**config.mk**
```make
export PLATFORM = sky130hd
export DESIGN_NAME = piso_serializer
export DESIGN_NICKNAME = d
export VERILOG_FILES = /design/src/rtl/piso_serializer.sv
export SDC_FILE = /design/constraint.sdc
export NUM_CORES = 1
export LEC_CHECK = 0
export CAP_MARGIN = 20
export CORE_MARGIN = 2
export CORE_UTILIZATION = 40
export DETAILED_ROUTE_END_ITERATION = 10
export GPL_ROUTABILITY_DRIVEN = 0
export PLACE_DENSITY_LB_ADDON = 0.08
export SLEW_MARGIN = 20
export SYNTH_ARGS = -nofsm -noshare
export SYNTH_HDL_FRONTEND = slang
export SYNTH_SLANG_ARGS = --single-unit
```
**constraint.sdc**
```tcl
create_clock -name clk -period 1.4 [get_ports clk]
set_input_delay 0.28 -clock clk [delete_from_list [all_inputs] [get_ports clk]]
set_output_delay 0.28 -clock clk [all_outputs]
set_load 0.005 [all_outputs]
```
**src/rtl/piso_serializer.sv**
```systemverilog
// Parallel-in/serial-out stage: takes a WIDTH-bit word over valid/ready and streams
// it one bit per clock on ser_out. Back-to-back words are chained without a gap.
module piso_serializer #(
  parameter int WIDTH     = 8,
  parameter bit MSB_FIRST = 1'b1,
  parameter bit IDLE_BIT  = 1'b0
) (
  input  logic             clk,
  input  logic             rst_n,
  input  logic [WIDTH-1:0] data_in,
  input  logic             data_valid,
  output logic             data_ready,
  output logic             ser_out,
  output logic             ser_valid,
  output logic             busy
);
  localparam int            CW   = (WIDTH > 1) ? $clog2(WIDTH) : 1;
  localparam logic [CW-1:0] LAST = CW'(WIDTH - 1);

  typedef enum logic {IDLE = 1'b0, SHIFT = 1'b1} state_t;

  state_t           state, state_nxt;
  logic [WIDTH-2:0] sreg, sreg_nxt, sreg_shifted, rest_bits;
  logic [CW-1:0]    bit_cnt, cnt_nxt;
  logic             ser_out_nxt, ser_valid_nxt;
  logic             first_bit, next_bit, accept;

  // Bit order only changes which end of the word leaves first and the shift direction.
  generate
    if (MSB_FIRST) begin : g_msb
      assign first_bit    = data_in[WIDTH-1];
      assign rest_bits    = data_in[WIDTH-2:0];
      assign next_bit     = sreg[WIDTH-2];
      assign sreg_shifted = sreg << 1;
    end else begin : g_lsb
      assign first_bit    = data_in[0];
      assign rest_bits    = data_in[WIDTH-1:1];
      assign next_bit     = sreg[0];
      assign sreg_shifted = sreg >> 1;
    end
  endgenerate

  always_ff @(posedge clk or negedge rst_n) begin
    if (!rst_n) begin
      state     <= IDLE;
      sreg      <= '0;
      bit_cnt   <= '0;
      ser_out   <= IDLE_BIT;
      ser_valid <= 1'b0;
    end else begin
      state     <= state_nxt;
      sreg      <= sreg_nxt;
      bit_cnt   <= cnt_nxt;
      ser_out   <= ser_out_nxt;
      ser_valid <= ser_valid_nxt;
    end
  end

  always_comb begin
    state_nxt     = state;
    sreg_nxt      = sreg;
    cnt_nxt       = bit_cnt;
    ser_out_nxt   = ser_out;
    ser_valid_nxt = ser_valid;
    if (accept) begin
      state_nxt     = SHIFT;
      sreg_nxt      = rest_bits;
      cnt_nxt       = '0;
      ser_out_nxt   = first_bit;
      ser_valid_nxt = 1'b1;
    end else if (state == SHIFT) begin
      if (bit_cnt != LAST) begin
        sreg_nxt    = sreg_shifted;
        cnt_nxt     = bit_cnt + 1'b1;
        ser_out_nxt = next_bit;
      end else begin
        state_nxt     = IDLE;
        cnt_nxt       = '0;
        ser_out_nxt   = IDLE_BIT;
        ser_valid_nxt = 1'b0;
      end
    end
  end

  // Ready during the last bit lets the next word follow with no bubble.
  always_comb begin
    data_ready = (state == IDLE) || (bit_cnt == LAST);
    accept     = data_valid && data_ready;
    busy       = ser_valid;
  end

endmodule

```
* Word-level counts from Yosys, hierarchy flattened
Index checks and enable logic that the tools add are counted.
** Cells by class
- Equal/unequal tests :: 3
- Reduce and logical (&&, ||, !) cells :: 6
- Bitwise gates (word level) :: 1
- Add/subtract/negate cells :: 1
- Mux-type cells :: 15
** Operators with widths (count)
- $mux W7 :: 3
- $mux W1 :: 9
- $mux W3 :: 3
- $reduce_and A2 Y1 :: 2
- $reduce_bool A2 Y1 :: 2
- $add A3 B1 Y3 const B :: 1
- $eq A3 B3 Y1 const B :: 1
- $ne A3 B3 Y1 const B :: 1
- $ne A2 B2 Y1 const B :: 1
- $logic_and A1 B1 Y1 :: 1
- $logic_or A1 B1 Y1 :: 1
- $not A1 Y1 :: 1
** Storage, ports and cells
- Input bits :: 11
- Bits in registers :: 13
- Output and inout bits :: 4
- Logic and storage cells :: 31

* Logic depth before layout (Yosys ltp)
Gate-level depths: netlist of run 1.
- Depth after elaboration :: 5
- Mapped depth :: 5
- Mapped depth without buffers :: 4

* Worst setup path before layout of run 1
No wires, ideal clock.
- Path type :: flip-flop to flip-flop
- From :: reg bit_cnt[0]
- To :: reg sreg[1]
- Period minus slack after synthesis :: 1512 ps
- Arrival :: 1384 ps
- Buffers on the path :: 1
- Stages on the path, launching flop included :: 6
- Data required time :: 1272 ps
- Setup slack :: -112 ps
- Library setup time :: 128 ps
- Path through :: dfrtp_1 ha_1 ha_1 nand2b_1 buf_4 mux2_1
** Between the ends
- Longest elaborated chain between the ends :: 5
- Elaborated cells on any way between the ends :: 8
- Those cells by class :: 2 x eq/ne; 1 x mux; 5 x reduce/logical
** Ends and longest elaborated chain
- start: declaration :: RTL line 24 : logic [CW-1:0] bit_cnt, cnt_nxt;
- start signal: assignment :: RTL line 53 : bit_cnt <= cnt_nxt;
- $eq A3 B3 Y1 * :: RTL line 87 : data_ready = (state == IDLE) || (bit_cnt == LAST);
- $logic_or A1 B1 Y1 * :: RTL line 87
- named net data_ready :: RTL line 12 : output logic data_ready,
- $logic_and A1 B1 Y1 * :: RTL line 88 : accept = data_valid && data_ready;
- $reduce_bool A2 Y1 (no line)
- $reduce_and A2 Y1 (no line)
- end signal: assignment :: RTL line 52 : sreg <= sreg_nxt;
- end: declaration :: RTL line 23 : logic [WIDTH-2:0] sreg, sreg_nxt, sreg_shifted, rest_bits;
The timed path passes the listed nets; every way through them passes the cells marked *.
A chain may end at the register's enable or synchronous reset.

* Worst setup path after layout of run 1
- From :: reg bit_cnt[1]
- To :: out data_ready
** Between the ends
- Longest elaborated chain between the ends :: 2
** Ends and longest elaborated chain (RTL line)
- $eq A3 B3 Y1 :: 87
- $logic_or A1 B1 Y1 :: 87
- end: declaration :: 12
Every way passes these cells.

==> results of run 1 <==
==> cell usage after synthesis (all sizes together) <==
cell     n
nor2     3
ha       2
nand2    1
dfrtp   13
and2     1
nand3    1
buf      3
o221ai   1
nand2b   3
a32o     2
mux2    13
a22o     1
a31oi    1
mux2i    1
inv      1
==> logic make-up after synthesis <==
| group | Yosys count |
|---|---|
| DFF | 13 |
| adders and majority gates | 2 |
| and+or+nand+nor | 9 |
| muxes | 14 |
| buffers and inverters | 4 |
| AOI/OAI and AO/OA | 5 |
==> metal layers <==
layer | global-route usage | wire length, um
met4 | 0.0727 | 0
met1 | 0.199 | 563
met5 | 0 | 0
met3 | 0.0531 | 60
met2 | 0.274 | 700
==> layout make-up <==
type | instances | share of cell area
well taps | 16 | 0.0217
clock inverters | 1 | 0.00543
flip-flops and latches | 13 | 0.353
clock buffers | 3 | 0.0244
inverters | 1 | 0.00407
multi-input cells | 30 | 0.345
repair buffers | 26 | 0.247
==> worst max-delay path by stage <==
| stage | start | endpoint | slack [ns] |
|---|---|---|---|
| finish | bit_cnt[1] | data_ready | -0.16 |
| CTS | bit_cnt[0] | data_ready | -0.17 |
| global route | bit_cnt[1] | data_ready | -0.24 |
| floorplan | bit_cnt[0] | sreg[1] | -0.003 |
| detailed placement | data_valid | sreg[1] | -0.29 |
| global placement | data_valid | sreg[1] | -0.24 |
==> critical path: stages (launching register included) <==
cell	delay, ns
dfrtp_1	0.39
ha_2	0.21
ha_4	0.16
nand2b_4	0.14
buf_6	0.11
==> what timing repair did <==
item,4_1_cts,5_1_grt
pin swaps,1,1
cloned,0,0
hold buffers,0,0
buffers inserted,4,0
setup endpoints to repair,10,8
resized for setup,8,0
==> registers in the layout, indices dropped and copies added (netlist names) <==
register	cells
bit_cnt	3
sreg	7
ser_out	1
busy	1
state	1
==> through the flow <==
step,utilization,setup TNS [ns]
after floorplan,-,-0.00793
after global placement,0.569,-2.00
after detailed placement,0.569,-2.35
after CTS,0.605,-0.821
after global routing,0.605,-1.23
final,0.605,-0.796
==> placed cells by master, fill, tap and decap left out, types with 2 or more instances in the layout <==
| cell | instances |
|---|---|
| mux2_4 | 6 |
| buf_4 | 12 |
| mux2_1 | 4 |
| clkdlybuf4s50_1 | 10 |
| mux2_2 | 3 |
| clkbuf_4 | 3 |
| nor2_1 | 3 |
| dlygate4sd2_1 | 3 |
| a32o_1 | 2 |
| dfrtp_1 | 13 |
==> power by group through the flow <==
stage	clock, mW	sequential, mW	combinational, mW
global route	0.275	0.633	0.898
global placement	0	0.617	0.704
finish	0.232	0.616	0.823
floorplan	0	0.621	0.493
detailed placement	0	0.638	0.760
CTS	0.242	0.618	0.830
==> out/metrics.yaml, run 1 <==
fin_area_um2: 922
ys_types: 19
run_status: "finished, violations left"
clockRootBuffer: "clkbuf_4"
slew_headroom: 0.871
clockBufferDepth: 2
total_power_mw: 1.67
finalHoldViolations: 0
grt_max_degree: 14
antenna_cells: 0
instances_no_fill: 90
synth_top_family_by_area: "multiplexers"
reg2regPathDepth: 5
placedCellCount: 82
powerDensity_nw_per_um2: 1810
pwr-share-clk: 0.139
synth_xor_area_frac: 0
cp-end-kind: "output pin"
timing.rr.start: "bit_cnt[1]"
fp.dieW_um: 44.3
reg2reg_to: "sreg[3]"
synth-compound-area-share: 0.0673
clkTransAtPathRegs_ns: 0.09
place_area_um2: 867
via_per_inst: 5.06
regArea_um2: 325
power_leakage_nw: 0.448
p_seq_frac: 0.369
io_pins: 15
wl_um: 1330
synth_cells: 47
grt_pass1_vias: 501
synthTopCellsByArea: "dfrtp_1 (50%), mux2_4 (14%), mux2_1 (6.9%)"
maxCapViolations: 0
fin_crit_sh: 1.12
grt_pass1_wl_um: 2240
p_int_mw: 1.16
nets: 88
cp.required_ns: 1.12
synthSimpleGateAreaFrac: 0.0731
rsz0062_at_grt: "true"
critPathMaxFanout: 2
syn_area_per_cell_um2: 13.8
setup.worst_path.start_class: "flip-flop"
grt_overflow: 0
yosysTopAreaCellShare: 0.500
irDropWorstVdd_mv: 0.993
path_class: "reg -> out"
fillers: 121
clk-insertion-delay-late_ns: 0.28
switching_power_mw: 0.510
track_usage: 0.166
synthAdderAreaFrac: 0.0385
multiInputGateArea_um2: 318
swShare: 0.306
synth-seq-cells: 13
antenna_found_initial: 0
place_ws_ns: -0.290
worstPathArrival_ns: 1.28
first_iter_violations: 8
dieArea_um2: 1970
drive_gt1_frac: 0.405
drcViolationCount: 0
slew_violations: 0
start_util: 0.427
synth_nets: 60
synth_mux_area_frac: 0.275
seq_area_frac_synth: 0.500
dp_hpwl_um: 989
cts_tree: "done"
whs_ns: 0.302
fin_skew_ns: 0.00868
cts-buffers-inserted: 3
num_rows: 14
r2r_setup_slack_ns: -0.12
routedWlPerCell_um: 14.7
hold_class: "in -> async"
final.min_clock_period_ns: 1.56
core_area_um2: 1520
violations: "setup timing"
ctsHtreeMaxLevel: 1
clkSinkCount: 13
drtPass1Iterations: 3
port_buffers: 14
clock.fmax_mhz: 639
power_frac_comb: 0.492
setup_viol: 7
worst_pin_slew_ns: 0.192
yosysTopAreaCell: "dfrtp_1"
syn_area_um2: 651
die_h_um: 44.3
fin_ws_ns: -0.164
area_growth_pct: 41.7
ant_nets: 0
ys_warn_count: 0
via_count: 455
Power figures use the tool's default switching activity.
==> inputs of run 2 (changes only) <==
==> constraint.sdc (replaced) <==
create_clock -name clk -period 1.5 [get_ports clk]
set_input_delay 0.3 -clock clk [delete_from_list [all_inputs] [get_ports clk]]
set_output_delay 0.3 -clock clk [all_outputs]
set_load 0.1 [all_outputs]
==> run 2 against run 1 <==
Against the previous run:
- the flow still finishes with violations (setup timing)
- first-iteration DRC count down 38%
- global-route usage down 2.7 points
- count of clock-buffer cells in the layout up 1
- sequential power about the same
- setup slack better by 0.0012 ns
- clock power down 4%
- cell count down 3.3%
- final area up 2.4%
- critical path depth unchanged
- utilization up 1.5 points
- largest power group unchanged
- combinational power up 42%
- register-to-register slack better by 0.09 ns
==> out/metrics.yaml, run 2 (synthesized netlist as in run 1, its figures left out) <==
run_status: "finished, violations left"
violations: "setup timing"
cp-end-kind: "output pin"
fin_skew_ns: 0.000618  # -0.00806 ns
antenna_found_initial: 0  # unchanged
top_register: "sreg"
wl_um: 1180  # -11%
power_leakage_nw: 0.436  # -2.8%
nets: 85  # -3.4%
io_pins: 15  # unchanged
regArea_um2: 327  # +0.38%
grt_max_degree: 14  # unchanged
setup.worst_path.start_class: "flip-flop"
critPathMaxFanout: 2  # unchanged
ant_nets: 0  # unchanged
core_area_um2: 1520  # unchanged
mostFrequentLayoutCells: "dfrtp_1 (12), clkdlybuf4s50_1 (10), buf_4 (9), mux2_4 (6)"
routedWlPerCell_um: 13.6  # -7.9%
final.min_clock_period_ns: 1.66
r2r_setup_slack_ns: -0.03  # +0.09 ns
layout_commonest_cell: "dfrtp_1"
drcViolationCount: 0  # unchanged
cts-buffers-inserted: 3  # unchanged
drtPass1Iterations: 2  # -1
hold_class: "in -> async"
fillers: 128  # +5.8%
clock.fmax_mhz: 601
grt_pass1_vias: 406  # -19%
cp.required_ns: 1.20  # +0.08 ns
slew_headroom: 0.812  # -0.0592
path_class: "reg -> out"
port_buffers: 14  # unchanged
fin_crit_sh: 1.11
dieArea_um2: 1970  # unchanged
num_rows: 14  # unchanged
finalHoldViolations: 0  # unchanged
via_count: 441  # -3.1%
worst_pin_slew_ns: 0.282  # +0.0896 ns
setup_viol: 7  # unchanged
rsz0062_at_grt: "true"
dp_hpwl_um: 795  # -20%
grt_pass1_wl_um: 1870  # -16%
clkTransAtPathRegs_ns: 0.08  # about the same
clockRootBuffer: "clkbuf_4"
clk-insertion-delay-late_ns: 0.27  # about the same
via_per_inst: 5.07  # +0.27%
worstPathArrival_ns: 1.36  # +0.08 ns
largest_reg_flops: 7  # unchanged
drive_gt1_frac: 0.437  # +0.0312
reg_top3: "sreg x7, bit_cnt x3"
slew_violations: 0  # unchanged
whs_ns: 0.323  # +0.0207 ns
start_util: 0.427  # unchanged
fp.dieW_um: 44.3  # unchanged
antenna_cells: 0  # unchanged
grt_overflow: 0  # unchanged
fin_setup_tns_ns: -0.273  # +0.523 ns
ctsHtreeMaxLevel: 1  # unchanged
first_iter_violations: 5  # -3
powerDensity_nw_per_um2: 2120  # +17%
cts_tree: "done"
maxCapViolations: 0  # unchanged
clkSinkCount: 13  # unchanged
fin_ws_ns: -0.163  # +0.00119 ns
irDropWorstVdd_mv: 1.22  # +23%
track_usage: 0.139  # -0.0273
die_h_um: 44.3  # unchanged
multiInputGateArea_um2: 320  # +0.79%
area_growth_pct: 45.2
clockBufferDepth: 2  # unchanged
run 2: metal layers:
metal	vias up	GRT usage	part of all wire	wire (um)
met1	216	0.199	0.49	574
li1	215	-	-	-
met2	10	0.191	0.47	552
met5	-	0	0	0
met3	0	0.0245	0.045	53
met4	0	0.0909	0	0
run 2: worst max-delay path, stage by stage, from the launching register on:
cell and delay (ns):
dfrtp_1 0.39, ha_2 0.21, ha_4 0.16, nand2b_4 0.15, buf_12 0.17
run 2: report_power, final:
part	internal, mW	switching [mW]	total (mW)
combinational	0.568	0.601	1.17
clock	0.103	0.119	0.222
sequential	0.494	0.123	0.617
run 2: stage by stage:
stage	instances	power [mW]	worst slack [ns]	instance area, um2	utilization
5_1_grt	87	2.12	-0.214	945	0.620
6_report	87	2.01	-0.163	945	0.620
2_1_floorplan	47	1.42	0.0160	677	-
3_3_place_gp	80	1.68	-0.152	883	0.580
3_5_place_dp	80	1.70	-0.174	883	0.580
4_1_cts	86	2.02	-0.175	935	0.613
run 2: area by class of cell:
| type | count | area share |
|---|---|---|
| Multi-Input combinational cell | 30 | 0.339 |
| Tap cell | 16 | 0.0212 |
| Timing Repair Buffer | 23 | 0.262 |
| Clock buffer | 4 | 0.0278 |
| Inverter | 1 | 0.00397 |
| Sequential cell | 13 | 0.346 |
run 2: final timing paths:
| path | start | endpoint | cells past startpoint |
|---|---|---|---|
| setup / recovery | bit_cnt[0] | data_ready | 4 |
| hold / removal | rst_n | ser_out | 2 |
| setup reg to reg | bit_cnt[0] | sreg[1] | 5 |
| hold reg to reg | sreg[1] | sreg[2] | 1 |
| max in group asynchronous | rst_n | busy | 2 |
| min in group clk | sreg[1] | sreg[2] | 1 |
run 2: what timing repair did:
action | CTS | global route
pin swaps | 0 | 1
setup endpoints to repair | 1 | 7
gates resized for setup | 1 | 1
buffers inserted | 2 | 1
hold buffers | 0 | 0
